===== config.mk =====
export PLATFORM = sky130hd
export DESIGN_NAME = boot_loader
export DESIGN_NICKNAME = d
export VERILOG_FILES = /design/src/rtl/boot_loader.sv
export SDC_FILE = /design/constraint.sdc
export NUM_CORES = 1
export LEC_CHECK = 0
export ABC_AREA = 1
export CORE_UTILIZATION = 54
export DETAILED_ROUTE_END_ITERATION = 10
export PLACE_DENSITY = 0.8
export SYNTH_ARGS = -nofsm -noshare
export SYNTH_HDL_FRONTEND = slang
export SYNTH_SLANG_ARGS = --single-unit
export TNS_END_PERCENT = 10

===== constraint.sdc =====
create_clock -name clk -period 2.2 [get_ports clk]
set_clock_uncertainty 0.15 [all_clocks]
set_input_delay 0.44 -clock clk [delete_from_list [all_inputs] [get_ports clk]]
set_output_delay 0.44 -clock clk [all_outputs]
set_load 0.01 [all_outputs]

===== src/rtl/boot_loader.sv =====
// boot_loader -- UART image loader that fills program RAM before releasing the CPU.
//
// Byte stream: LEN_LO, LEN_HI (word count N), N x {lo, hi}, then an optional
// checksum byte. While loading, the loader owns RAM port A and holds the CPU in
// reset. Once the image is in, RAM port A is handed to the CPU data port with
// zero latency.
//
// Build option: define BOOT_LOADER_CKSUM_EN to require a trailing 8-bit checksum
// byte (mod-256 sum of all data bytes). Without it, the last word write boots.
//
// Ports:
//   clk, rst                 clock, synchronous active-high reset
//   rx_rdata, rx_d_valid     UART receive FIFO head byte / non-empty flag
//   rx_rd                    one-cycle FIFO pop strobe
//   cpu_mem_addr/dout/wr     CPU data-port write request
//   ram_addr/wdata/wr        RAM port A (loader, or CPU once running)
//   cpu_hold                 holds the CPU in reset
//   boot_done                image loaded, CPU released
//   boot_err                 load failed, sticky until rst
module boot_loader #(
  parameter int ADDR_WIDTH = 13,
  parameter int DATA_WIDTH = 16,
  parameter int TIMEOUT    = 1000000
) (
  input  logic                  clk,
  input  logic                  rst,
  input  logic [7:0]            rx_rdata,
  input  logic                  rx_d_valid,
  output logic                  rx_rd,
  input  logic [ADDR_WIDTH-1:0] cpu_mem_addr,
  input  logic [DATA_WIDTH-1:0] cpu_dout,
  input  logic                  cpu_mem_wr,
  output logic [ADDR_WIDTH-1:0] ram_addr,
  output logic [DATA_WIDTH-1:0] ram_wdata,
  output logic                  ram_wr,
  output logic                  cpu_hold,
  output logic                  boot_done,
  output logic                  boot_err
);

  localparam logic [2:0] S_LEN_LO = 3'd0;
  localparam logic [2:0] S_LEN_HI = 3'd1;
  localparam logic [2:0] S_DAT_LO = 3'd2;
  localparam logic [2:0] S_DAT_HI = 3'd3;
`ifdef BOOT_LOADER_CKSUM_EN
  localparam logic [2:0] S_CKSUM  = 3'd4;
  localparam logic [2:0] S_AFTER  = S_CKSUM;   // state following the last word
`else
  localparam logic [2:0] S_AFTER  = 3'd5;
`endif
  localparam logic [2:0] S_RUN    = 3'd5;
  localparam logic [2:0] S_ERR    = 3'd6;

  localparam int TW = (TIMEOUT < 2) ? 1 : $clog2(TIMEOUT);
  // Largest legal word count; one bit wider than the 16-bit length field.
  localparam logic [16:0] MAX_WORDS = 17'(1) << ADDR_WIDTH;

  logic [2:0]            state_q, state_d;
  logic [7:0]            len_lo_q, len_lo_d;
  logic [7:0]            lo_q, lo_d;
  logic [15:0]           left_q, left_d;     // words still to be written
  logic [ADDR_WIDTH-1:0] ptr_q, ptr_d;
  logic [TW-1:0]         tmo_q, tmo_d;
  logic                  rx_rd_q, rx_rd_d;
  logic                  wr_q, wr_d;
  logic [ADDR_WIDTH-1:0] addr_q, addr_d;
  logic [DATA_WIDTH-1:0] wdata_q, wdata_d;
  logic                  hold_q, hold_d;
  logic                  done_q, done_d;
  logic                  err_q, err_d;
`ifdef BOOT_LOADER_CKSUM_EN
  logic [7:0]            sum_q, sum_d;
`endif

  logic        recv, timed, accept;
  logic [15:0] n_words;

  assign recv    = (state_q != S_RUN) && (state_q != S_ERR);
  assign timed   = recv && (state_q != S_LEN_LO);
  // rx_rd_q high means the head is being popped this cycle; never pop twice in a row.
  assign accept  = recv && rx_d_valid && !rx_rd_q;
  assign n_words = {rx_rdata, len_lo_q};

  always_comb begin
    state_d  = state_q;
    len_lo_d = len_lo_q;
    lo_d     = lo_q;
    left_d   = left_q;
    ptr_d    = ptr_q;
    addr_d   = addr_q;
    wdata_d  = wdata_q;
    rx_rd_d  = accept;
    wr_d     = 1'b0;
    tmo_d    = (timed && !accept) ? tmo_q + TW'(1) : '0;
    // Status lags the state by one cycle so the final loader write completes
    // before the port is handed to the CPU.
    hold_d   = (state_q != S_RUN);
    done_d   = (state_q == S_RUN);
    err_d    = (state_q == S_ERR);
`ifdef BOOT_LOADER_CKSUM_EN
    sum_d    = sum_q;
`endif
    if (accept) begin
      case (state_q)
        S_LEN_LO: begin
          len_lo_d = rx_rdata;
          state_d  = S_LEN_HI;
        end
        S_LEN_HI: begin
          left_d = n_words;
          if ({1'b0, n_words} > MAX_WORDS) state_d = S_ERR;
          else if (n_words == 16'd0)       state_d = S_AFTER;
          else                             state_d = S_DAT_LO;
        end
        S_DAT_LO: begin
          lo_d    = rx_rdata;
`ifdef BOOT_LOADER_CKSUM_EN
          sum_d   = sum_q + rx_rdata;
`endif
          state_d = S_DAT_HI;
        end
        S_DAT_HI: begin
          wr_d    = 1'b1;
          addr_d  = ptr_q;
          wdata_d = DATA_WIDTH'({rx_rdata, lo_q});
          ptr_d   = ptr_q + ADDR_WIDTH'(1);
          left_d  = left_q - 16'd1;
`ifdef BOOT_LOADER_CKSUM_EN
          sum_d   = sum_q + rx_rdata;
`endif
          state_d = (left_q == 16'd1) ? S_AFTER : S_DAT_LO;
        end
`ifdef BOOT_LOADER_CKSUM_EN
        S_CKSUM: state_d = (rx_rdata == sum_q) ? S_RUN : S_ERR;
`endif
        default: ;
      endcase
    end else if (timed && (tmo_q == TW'(TIMEOUT - 1))) begin
      state_d = S_ERR;
    end
  end

  always_ff @(posedge clk) begin
    if (rst) begin
      state_q  <= S_LEN_LO;
      len_lo_q <= '0;
      lo_q     <= '0;
      left_q   <= '0;
      ptr_q    <= '0;
      tmo_q    <= '0;
      rx_rd_q  <= 1'b0;
      wr_q     <= 1'b0;
      addr_q   <= '0;
      wdata_q  <= '0;
      hold_q   <= 1'b1;
      done_q   <= 1'b0;
      err_q    <= 1'b0;
`ifdef BOOT_LOADER_CKSUM_EN
      sum_q    <= '0;
`endif
    end else begin
      state_q  <= state_d;
      len_lo_q <= len_lo_d;
      lo_q     <= lo_d;
      left_q   <= left_d;
      ptr_q    <= ptr_d;
      tmo_q    <= tmo_d;
      rx_rd_q  <= rx_rd_d;
      wr_q     <= wr_d;
      addr_q   <= addr_d;
      wdata_q  <= wdata_d;
      hold_q   <= hold_d;
      done_q   <= done_d;
      err_q    <= err_d;
`ifdef BOOT_LOADER_CKSUM_EN
      sum_q    <= sum_d;
`endif
    end
  end

  assign rx_rd     = rx_rd_q;
  assign cpu_hold  = hold_q;
  assign boot_done = done_q;
  assign boot_err  = err_q;
  // CPU owns RAM port A once running; the only unregistered path in the block.
  assign ram_wr    = done_q ? cpu_mem_wr   : wr_q;
  assign ram_addr  = done_q ? cpu_mem_addr : addr_q;
  assign ram_wdata = done_q ? cpu_dout     : wdata_q;

endmodule

Word-level counts from Yosys, hierarchy flattened
Index checks and enable logic that the tools add are counted.

word-level totals
  bits in registers = 102
  output and inout port bits = 34
  logic and storage cells = 60
  input port bits = 41

operators by class
  multiplexer cells = 11
  eq/ne operators = 10
  reductions and logical operators = 20
  bitwise logic cells = 2
  $add $sub $neg = 3
  magnitude comparators = 1

operator list
  operator                                                count
  one-hot mux 16 bit (2 select lines)                     1
  adder 20 x 1 -> 20 bit (second input constant)          1
  == test 20 bit (second input constant)                  1
  == test 16 x 1 -> 1 bit (second input constant)         1
  > comparator 16 x 14 -> 1 bit (second input constant)   1
  logical NOT 16 bit                                      1
  two-way mux 16 bit                                      1
  subtractor 16 x 1 -> 16 bit (second input constant)     1
  two-way mux 3 bit                                       5
  adder 13 x 1 -> 13 bit (second input constant)          1
  two-way mux 13 bit                                      1
  one-hot mux 3 bit (4 select lines)                      1
  AND reduction 2 bit                                     5
  == test 3 x 2 -> 1 bit (second input constant)          2
  == test 3 bit (second input constant)                   2
  logical AND 1 bit                                       6
  inequality test 3 bit (second input constant)           2
  inequality test 5 x 1 -> 1 bit (second input constant)  1
  nonzero test 2 bit                                      2
  OR reduction 2 bit                                      2
  == test 3 x 1 -> 1 bit (second input constant)          1
  logical NOT 3 bit                                       1
  nonzero test 3 bit                                      1
  logical NOT 1 bit                                       2
  2 further kinds                                         4

Depth between registers and ports, before layout
Gate-level depths: netlist of the first run.

  depth after elaboration = 8
  mapped depth = 13
  mapped depth without buffers = 12

Worst setup path before layout of the first run
Ideal clock, no wire load.

  path type = register to output
  from = reg done_q (netlist: boot_done)
  to = out ram_addr[10]
  required time = 1610 ps
  path slack = 452 ps
  arrival = 1158 ps
  cell stages (with the launch flop) = 5
  cells stage by stage = dfxtp_1 > clkbuf_1 > buf_1 > nand2_1 > o21ai_0

on the way
  cells in the longest elaborated chain, start to end = 1

RTL lines
  what                    line  text
  start, declared         69    logic done_q, done_d;
  start signal, assigned  173   done_q <= done_d;
  two-way mux 13 bit      187   assign ram_addr = done_q ? cpu_mem_addr : addr_q;
  end, declared           33    output logic [ADDR_WIDTH-1:0] ram_addr,

Every way passes these cells.

Worst setup path in the final report of the first run
  from = reg done_q (netlist: boot_done)
  to = out ram_addr[9]

Same word-level chain as after synthesis.

==> results of run 1 <==
## power by group
| part | switching, mW | total [mW] | internal (mW) |
|---|---|---|---|
| Sequential | 0.0517 | 1.96 | 1.91 |
| Clock | 0.700 | 1.14 | 0.437 |
| Combinational | 0.358 | 0.611 | 0.253 |
| Total | 1.11 | 3.71 | 2.60 |
## metrics by stage
stage | setup WS [ns] | cell area (um^2) | cells
after floorplan | 0.452 | 5060 | 730
after global placement | 0.000150 | 5900 | 898
after detailed placement | -0.0507 | 5900 | 898
after CTS | 0.00791 | 6090 | 915
after global routing | 0.00109 | 6120 | 916
final | 0.0634 | 6120 | 916
## logic make-up after synthesis
| group | Yosys count |
|---|---|
| muxes | 4 |
| DFF | 102 |
| adders and majority gates | 4 |
| AOI/OAI and AO/OA | 185 |
| xor gates and xnor gates | 9 |
| and+or+nand+nor | 304 |
| buffers and inverters | 122 |
## state kept, by name, summed over array words and instances (netlist names)
signal and flops:
addr_q 13, state_q 3, cpu_hold 1, boot_done 1
ptr_q 13, tmo_q 20, wdata_q 16, lo_q 8
left_q 16, len_lo_q 8, rx_rd 1, boot_err 1
wr_q 1
## layer usage
metal,share of wire,vias up,global-route usage,wire (um)
li1,-,2515,-,-
met1,0.45,2177,0.322,5290
met2,0.46,168,0.409,5510
met3,0.062,29,0.0418,734
met4,0.027,0,0.109,323
met5,0,-,0,0
## layout make-up
cell class,count,area [um^2],share of cell area
clock buffers,9,124,0.0202
clock inverters,7,68.8,0.0112
inverters,91,347,0.0566
multi-input cells,506,2490,0.406
flip-flops and latches,102,2050,0.334
well taps,108,135,0.0221
repair buffers,93,916,0.150
## timing repair
item                       in CTS  in global routing
setup endpoints to repair      30                  5
cloned                          1                  1
hold endpoints to repair        0                  0
hold buffers                    0                  0
resized for setup              33                  4
## tightest hold or removal path: stages, from the launching register on
cell	delay [ns]
dfxtp_1	0.31
inv_1	0.06
a21oi_1	0.05
## worst paths after layout
path              cells after the start       start     endpoint
hold reg to reg                       2  wdata_q[7]   wdata_q[7]
hold / removal                        2  wdata_q[7]   wdata_q[7]
setup / recovery                      3   boot_done  ram_addr[9]
setup reg to reg                     10    ptr_q[0]    ptr_q[12]
## placed cells by master (no fill, tap or decap), types with 5 or more instances in the layout
cell type,netlist,routed
nand2_2,5,5
inv_1,81,81
nor2_2,9,9
nand4_1,9,9
clkdlybuf4s50_1,0,43
nand2_1,138,138
dfxtp_1,102,101
xor2_1,8,8
nand3_1,26,26
o21ai_0,88,87
buf_4,3,15
a21oi_1,79,79
nor3_1,15,15
nor2_1,88,88
dlygate4sd2_1,0,28
inv_2,8,8
clkbuf_8,0,9
==> run summary, run 1 <==
The run finished with clean final reports. Counting along the longest clock path gives a buffer depth of 2. The largest single stage delay on the critical path is 0.42 ns. The final count of negative-setup-slack endpoints is 0. After floorplanning, the core was sized to cover 8890 um^2. In this run the count of I/O pins placed on the die edge is 75. The number of global-route vias before repair came to 4430. The share of async-settable or async-resettable flops after synthesis is 0.

Max-cap violations in this run came to 0. The iteration count of the initial detailed-routing pass came out at 5. The number of flops mapped to enable cells by yosys came out at 0.

The share of synthesized area occupied by flip-flops and latches is 0.404. The first-pass GRT wire length came out at 19800 um. Post-CTS timing repair inserted 0 buffers for setup. Entering global routing, the biggest net connects 36 pins. The slew at the pin closest to its max-slew limit came out at 0.381 ns. The initial antenna violation count came to 0. Of the total synthesized cell area, the portion taken by AND, OR, NAND and NOR gates is 0.265. The most repeated cell in the gate-level netlist after synthesis is nand2_1. Headroom to the max-slew limit came out at 0.745. When the netlist entered floorplanning its net count stood at 775. The DRC violation count after routing is 0.

Traced cell by cell, the critical path runs through buf_12, mux2_2, dlygate4sd2_1. STA classifies the critical path startpoint as a flop. The latest clock arrival within the worst-skew pair came out at 0.37 ns. The final antenna diode count is 0. In this run the power density over the cells is 605 nW/um^2. The initial utilization of the core area, before any placement, comes to 0.569. The largest individual stage delay along the critical path comes from the cell dfxtp_4. The total of warnings raised by yosys came out at 0. The tightest hold path in the finished design has a slack of 0.308 ns.

The die is 98.8 um tall. The max-slew violation count came out at 0. TritonCTS built the clock tree.

Setup repair after global routing left no endpoint under its margin. The floorplan die area is 9760 um^2. The highest attainable clock frequency came out at 0.468 GHz. Summed over all failing endpoints, the final setup total negative slack is 0 ns.

The placer's final routability congestion estimate came out at 0.855. The share of the core filled with cells came out at 0.689. After floorplanning, the core was divided into 34 placement rows. The number of nets in the layout is 848. In the final layout, the share of cells above drive strength 1 is 0.0965.

The count of clock tree sinks came out at 102. The mux contribution to synthesized area is 0.00891. The overall overflow remaining after global route is 0. In this run the remaining antenna-violating nets after routing total 0. The category of cells accounting for the largest share of critical-path delay is buffers and inverters.

STA puts the critical path data required time at 1.61 ns. The post-layout minimum cycle time is 2.14 ns. The worst ir drop on vdd is 0.347 mV. The final HPWL from detailed placement came out at 8540 um. The xor and xnor area share after synthesis came out at 0.0156. Counting instances in the post-synthesis netlist gives the leading cell types as nand2_1 (138), dfxtp_1 (102), nor2_1 (88), o21ai_0 (88), inv_1 (81). Of the post-synthesis cell area, the dominant cell type holds 0.404. Along the worst path, the maximum fanout reaches 15. The vias per cell came out at 5.34. The compound-gate portion of the synthesized area is 0.192. The synthesis-to-finish area growth is 21.1%. The category of the most critical setup path is reg -> out. The dominant register cell in the synthesized netlist is dfxtp_1. The total number of vias is 4889. Wires add up to 11900 um. The adder-cell area share of the yosys netlist is 0.00990.

The total power is 3.71 mW. Each instance of the synthesized netlist takes up on average 6.93 um^2. The clock-pin transition on the worst setup and hold timing paths is 0.11 ns. In the synthesized netlist, the number of instances is 730.

The cell at the root of the clock tree is clkbuf_8. The register bit total from synthesis is 102. The endpoint arrival time on the critical path is 1.55 ns. The part of the cycle the worst path needs came out at 0.971. The count of different cell masters after synthesis is 39.

The buffer and inverter count on the worst path is 2. The DRC marker count from the first detailed-route iteration came out at 275. The per-cell routed wire length is 12.9 um. The cell area after technology mapping came out at 5060 um^2. Sorting the synthesized cells by area gives the leading types as dfxtp_1 (40%), nand2_1 (10%), o21ai_0 (8.7%). After synthesis, the largest family of logic cells by area is simple AND/OR/NAND/NOR gates.

Counting the buffers created by CTS gives 9. The leakage component of the power is 2.52 nW. The flop-to-flop setup slack is 0.41 ns. The overall routing resource usage is 0.249. Measured along the x axis, the die boundary spans 98.8 um. STA classifies the critical path endpoint as an output port. The number of I/O port buffers came out at 74.

The count of H-tree levels built during CTS came out at 3. The filler cells instantiated in the layout total 811. The cell type with the largest total area after synthesis is dfxtp_1. The worst hold path belongs to the class reg -> reg.

The hold violation total from the final report is 0.
(Power assumes the default switching activity.)
==> run 2: changes to the inputs <==
==> constraint.sdc (replaced) <==
create_clock -name clk -period 2.2 [get_ports clk]
set_clock_uncertainty 0.15 [all_clocks]
set_input_delay 0.44 -clock clk [delete_from_list [all_inputs] [get_ports clk]]
set_output_delay 0.44 -clock clk [all_outputs]
set_load 0.02 [all_outputs]
==> run 2 against run 1 <==
Critical path type unchanged; setup slack gained 0.017 ns; largest power group unchanged; sequential cell count is the same; sequential share of layout area grew 0.068 points.
==> run summary, run 2 (synthesis results as in run 1) <==
The flow ran to the end, and the final reports show no timing, DRC or antenna violations. The worst ir drop on vdd came out at 0.382 mV. The overall routing resource usage came out at 0.242.

At the end of the flow, the number of nets in the layout was 846. The max-slew violation count is 0. The tightest min-delay check is of the reg -> reg type. The floorplan die area is 9760 um^2. The share of total power dissipated in combinational logic is 0.159. The first-pass GRT wire length came out at 19300 um.

The number of flip-flops in the largest register came out at 20. The hold violation total from the final report is 0. The minimum setup slack after placement is -0.0540 ns.

The tree is rooted in a clkbuf_8. The die span in y came out at 98.8 um. For this design the total switching power over the nets is 1.03 mW. Entering global routing, the biggest net connects 58 pins. In the final layout, the registers with the most flip-flops are tmo_q (20), left_q (16), wdata_q (16). The vias per cell came out at 5.30. The final sum of negative setup slack is 0 ns. The congestion estimate from routability-driven global placement came to 0.854. The filler cell count came out at 775. The category of the most critical setup path is reg -> out. The finished cells cover 6110 um^2.

The number of global-route vias before repair is 4376. The endpoint arrival time on the critical path is 1.53 ns. The hold-critical path depth is 2.

Setup repair after global routing left no endpoint under its margin. The critical path starts at boot_done. Post-CTS timing repair inserted 0 buffers for setup. The end of the worst register-to-register path is ptr_q[12]. Counting cells, the worst reg-to-reg path comes to 10. Once layout is complete, the cells apart from fillers number 913. The DRC violation count after routing came out at 0. STA classifies the critical path startpoint as a flop.

The final antenna diode count came out at 0. The fraction of power consumed by the clock network is 0.338. Setup violations remaining at the end of the flow were counted as 0. Counting tap cells, the placed design contains a total of 897 instances.

Across the run, the number of max-cap violations was 0. The clock tree buffer depth is 2. The area growth from synthesis to layout is 20.8%.

The number of buffers added to fix hold violations after cts came out at 0. Of the available clock period, the critical path in the final layout requires 0.964. The standard cell core area is 8890 um^2. The share of total power in sequential cells is 0.503. The origin of the worst min-delay path is addr_q[12].

TritonCTS built the clock tree. For the pin with the worst max-slew slack, the measured transition is 0.405 ns. In the layout the commonest cells are nand2_1 (138), dfxtp_1 (101), o21ai_0 (88), nor2_1 (88), inv_1 (81). The floorplan has 34 rows.

The internal power contribution is 2.86 mW. The power density of the placed cells is 637 nW/um^2. The register bank with the most flops is tmo_q. The flop-to-flop setup slack is 0.41 ns. The overall overflow remaining after global route came out at 0. The count of clock tree sinks came out at 102. TritonCTS created 9 clock buffers. Summed over all cells, the static leakage comes to 2.53 nW.

The final HPWL from detailed placement is 8310 um. The reg-to-reg startpoint is ptr_q[0]. The post-detailed-route count of antenna-violating nets is 0. The share of post-route cells with drive strength above 1 came out at 0.0981.

The maximum fanout count along the critical path came out at 29. The per-cell routed wire length came out at 12.8 um. The top-level I/O count is 75. The total power is 3.89 mW. The final critical-path setup slack came out at 0.0801 ns.

The worst hold path endpoint is addr_q[12]. The routed layout has 4836 vias. Leaving out fill and tap cells, the most frequent cell in the layout is nand2_1. The initial antenna violation count is 0. The clock-pin transition on the worst setup and hold timing paths came out at 0.09 ns. The effective utilization at floorplan is 0.569.

In this run the tool buffered the top-level ports with 74 buffer cells. STA classifies the critical path endpoint as an output port. Static timing analysis puts the maximum clock frequency at 0.472 GHz. The H-tree generated during clock tree synthesis spans 3 levels. Counting I/O delays and the setup requirement, the final critical path takes 2.12 ns.

For this run, the detailed router's first-pass iteration total came to 5. The wire length reported by the detailed router came out at 11700 um. The detailed router finished its first iteration with 185 violations. At the worst endpoint, the required time is 1.61 ns. Summing all placed instances gives a cell area of 5900 um^2.

The remaining max-slew budget at the tightest pin came out at 0.729. The net switching share of the total power came out at 0.266. The latest clock arrival within the worst-skew pair is 0.36 ns. The die span in x came out at 98.8 um.
## run 2: cell types whose count changed in the layout (fill, tap and decap cells not counted), sizes merged, moves of 2 or more
cell / before / now
bufinv: 0 / 2
clkbuf: 10 / 15
clkdlybuf4s15: 3 / 1
clkinv: 3 / 1
clkinvlp: 2 / 0
dlygate4sd2: 28 / 26
## run 2: layout make-up
type / count / area, um^2 / share of cell area
multi-input cells: 506 / 2490 / 0.407
flip-flops and latches: 102 / 2050 / 0.335
repair buffers: 91 / 867 / 0.142
inverters: 91 / 347 / 0.0567
clock buffers: 11 / 151 / 0.0248
well taps: 108 / 135 / 0.0221
clock inverters: 4 / 77.6 / 0.0127
## run 2: layer usage
layer | GRT usage | wire, um | vias up
met2 | 0.410 | 5490 | 143
met1 | 0.308 | 5360 | 2167
met3 | 0.0397 | 639 | 20
li1 | - | - | 2506
met5 | 0 | 0 | -
met4 | 0.0953 | 231 | 0
## run 2: how the worst max path moves through the flow
stage,end,slack (ns),depth (start not counted)
final,ram_addr[0],0.08,3
after CTS,ram_addr[6],0.002,3
after floorplan,ram_addr[10],0.28,4
after global placement,ram_wdata[12],-0.03,4
after detailed placement,ram_addr[12],-0.05,4
after global routing,ram_addr[0],0.008,3
## run 2: metrics by stage
step           utilization  hold WS, ns
2_1_floorplan            -        0.267
3_3_place_gp         0.663        0.281
3_5_place_dp         0.663        0.292
4_1_cts              0.685        0.306
5_1_grt              0.687        0.323
6_report             0.687        0.301
## run 2: power groups by stage
stage               sequential (mW)  clock (mW)  combinational [mW]
global placement               2.00           0               0.608
detailed placement             2.00           0               0.620
CTS                            1.96        1.34               0.612
global route                   1.97        1.43               0.687
finish                         1.96        1.32               0.618
floorplan                      1.98           0               0.422
## run 2: repair_timing
| action | CTS | global route |
|---|---|---|
| pin swaps | 0 | 0 |
| resized for setup | 35 | 6 |
| setup endpoints to repair | 30 | 5 |
| gates cloned | 0 | 1 |
## run 2: worst max-delay path: stages, from the launching register on
cell	delay, ns
dfxtp_4	0.40
buf_12	0.17
mux2_2	0.34
clkdlybuf4s15_2	0.25
==> run 3: changes to the inputs <==
--- a/config.mk
+++ b/config.mk
@@ -6,9 +6,10 @@
 export NUM_CORES = 1
 export LEC_CHECK = 0
 export ABC_AREA = 1
-export CORE_UTILIZATION = 54
+export CORE_UTILIZATION = 35
 export DETAILED_ROUTE_END_ITERATION = 10
-export PLACE_DENSITY = 0.8
+export DONT_BUFFER_PORTS = 1
+export MAX_ROUTING_LAYER = met4
 export SYNTH_ARGS = -nofsm -noshare
 export SYNTH_HDL_FRONTEND = slang
 export SYNTH_SLANG_ARGS = --single-unit
==> run 3 against run 2 <==
First-iteration DRC count rose by 83%; largest cell class unchanged; utilization down 28 points; die area increased by 53%; global-route usage down 7.3 points; via count shrank 7.6%; cell count is 2.4% higher; sequential power about the same; combinational power shrank 15%; sequential share of layout area increased by 2.3 points; register-to-register slack got worse by 0.07 ns.
==> run summary, run 3 (synthesis results as in run 1) <==
The clock tree buffer depth came out at 2. The area occupied by registers came out at 2050 um^2. The DRC violation count after routing is 0. 75 I/O pins were placed. The number of violations of the max-capacitance limit came out at 0. The library cell used most frequently in the layout, excluding fill and tap cells, is nand2_1.

The register with the most flip-flops in the layout has 20 of them. The worst setup path is launched from a flop. The area of placed instances came out at 5400 um^2. Clock tree synthesis inserted a total of 9 buffers.

In this run the power density over the cells is 705 nW/um^2. The per-cell routed wire length is 12.4 um. The maximum number of pins on one net before global-route repair came out at 47. After detailed routing, the number of vias per cell comes to 4.78. The number of global-route vias before repair came out at 3998. The largest registers in the layout are tmo_q (20), left_q (16), wdata_q (16). The initial antenna violation count is 0.

The leakage component of the power is 2.26 nW. The first-pass GRT wire length is 19100 um. Across every metal layer, demand over resource in global routing totals 0.169. The tightest min-delay check is of the in -> reg type. Port buffering added 0 buffers. The part of the cycle the worst path needs is 0.889. Setup violations remaining at the end of the flow were counted as 0.

The final sum of negative setup slack is 0 ns. The effective utilization at floorplan is 0.362. The endpoint arrival time on the critical path is 1.37 ns. Clock-pin slew was measured on the worst setup and hold paths at 0.08 ns. 0 antenna diodes ended up in the layout.

The total number of placement rows is 43. The area used by multi-input combinational logic came out at 2490 um^2. The data required time of the worst path came out at 1.61 ns.

After detailed routing, the total wire length is 11600 um. The final HPWL from detailed placement came out at 8220 um. The detail route stage leaves a number of antenna-violating nets equal to 0. The flow ran to the end, and the final reports show no timing, DRC or antenna violations. The total number of vias came out at 4470. The post-layout minimum cycle time is 1.96 ns.

Setup repair after global routing left no endpoint under its margin. The first TritonRoute pass finished after 5 iterations. At the pin with the least slew margin, the transition time is 0.926 ns. The hold violation total from the final report was 0. The highest attainable clock frequency came out at 0.511 GHz. After the first detailed-routing iteration, the DRC count stood at 338. The standard cell core area came out at 14000 um^2. The remaining max-slew budget at the tightest pin is 0.381. The count of H-tree levels built during CTS came out at 3. The max-slew violation count came out at 0. The count of clock tree sinks is 102.

The tree is rooted in a clkbuf_16. The synthesis-to-finish area growth came out at 13.1%. The worst-case IR drop observed on VDD is 0.388 mV.

The placer's final routability congestion estimate came out at 0.885. The floorplan die area came out at 14900 um^2. More flip-flops sit in one register than any other, and that register is tmo_q. TritonCTS built the clock tree.

The post-route cell area is 5720 um^2. The overall overflow remaining after global route is 0. Fill cells in the final layout number 1500. The setup path with the least slack is of type reg -> out. The die span in y came out at 122 um. The maximum fanout count along the critical path came out at 37. Leaving out fill and tap cells, the most frequent cells in the layout are nand2_1 (138), dfxtp_1 (101), o21ai_0 (88), nor2_1 (88), inv_1 (81). The die span in x came out at 122 um. The share of post-route cells with drive strength above 1 came out at 0.126. The latest clock arrival within the worst-skew pair is 0.35 ns. The kind of end point of the critical path is an output port. The number of nets in the layout came out at 795.
==> run 3: cell count changes in the layout (fill, tap and decap cells not counted), sizes merged <==
cell / previous run / this run
clkinv: 1 / 3
inv: 92 / 94
dlygate4sd2: 26 / 0
dlygate4sd3: 0 / 3
clkdlybuf4s15: 1 / 0
bufinv: 2 / 0
buf: 16 / 37
clkdlybuf4s50: 43 / 0
dlymetal6s2s: 1 / 0
clkbuf: 15 / 10
==> run 3: final cells by class <==
| cell class | instances | share of cell area |
|---|---|---|
| clock buffer | 10 | 0.0400 |
| clock inverter | 6 | 0.00941 |
| inverter | 91 | 0.0606 |
| multi-input combinational | 506 | 0.435 |
| sequential | 102 | 0.358 |
| tap | 180 | 0.0394 |
| timing repair buffer | 40 | 0.0582 |
==> run 3: where the power goes <==
| group | internal, mW | total, mW | switching, mW |
|---|---|---|---|
| logic | 0.178 | 0.526 | 0.348 |
| clock network | 0.791 | 1.55 | 0.755 |
| registers | 1.91 | 1.96 | 0.0550 |
==> run 3: per-layer routing <==
metal  vias to the layer above  global-route usage  share of wire
li1                       2402                   -              -
met5                         -                   -              0
met2                       113               0.252           0.43
met3                        24              0.0478          0.061
met1                      1931               0.208           0.48
met4                         0              0.0861          0.027
==> run 3: path summary, 6_finish.rpt <==
path,startpoint,to,slack [ns],cells past startpoint
max,boot_done,ram_wdata[11],0.24,4
min,rst,ptr_q[8],0.08,2
max reg2reg,rx_rd,ptr_q[12],0.34,10
min reg2reg,addr_q[12],addr_q[12],0.30,2
==> run 3: timing repair <==
action | in CTS | in global routing
endpoints found under the setup margin | 0 | 3
resized for setup | 0 | 1
hold buffers | 2 | 1
setup buffers | 0 | 0
hold endpoints to repair | 21 | 1
==> run 3: worst max-delay path: stages (launching register included) <==
cell     delay [ns]
dfxtp_4        0.49
buf_12         0.21
nand2_1        0.06
o21ai_0        0.07
buf_4          0.17
==> run 3: stage by stage <==
step                hold slack (ns)  setup slack [ns]  total power [mW]  instances   util
global placement              0.283             0.300              2.51        916  0.386
finish                       0.0834             0.245              4.03        935  0.409
detailed placement            0.293             0.278              2.52        916  0.386
floorplan                     0.267             0.277              2.41        730      -
CTS                         0.00218             0.103              4.07        934  0.408
global route                 0.0878             0.120              4.26        935  0.409
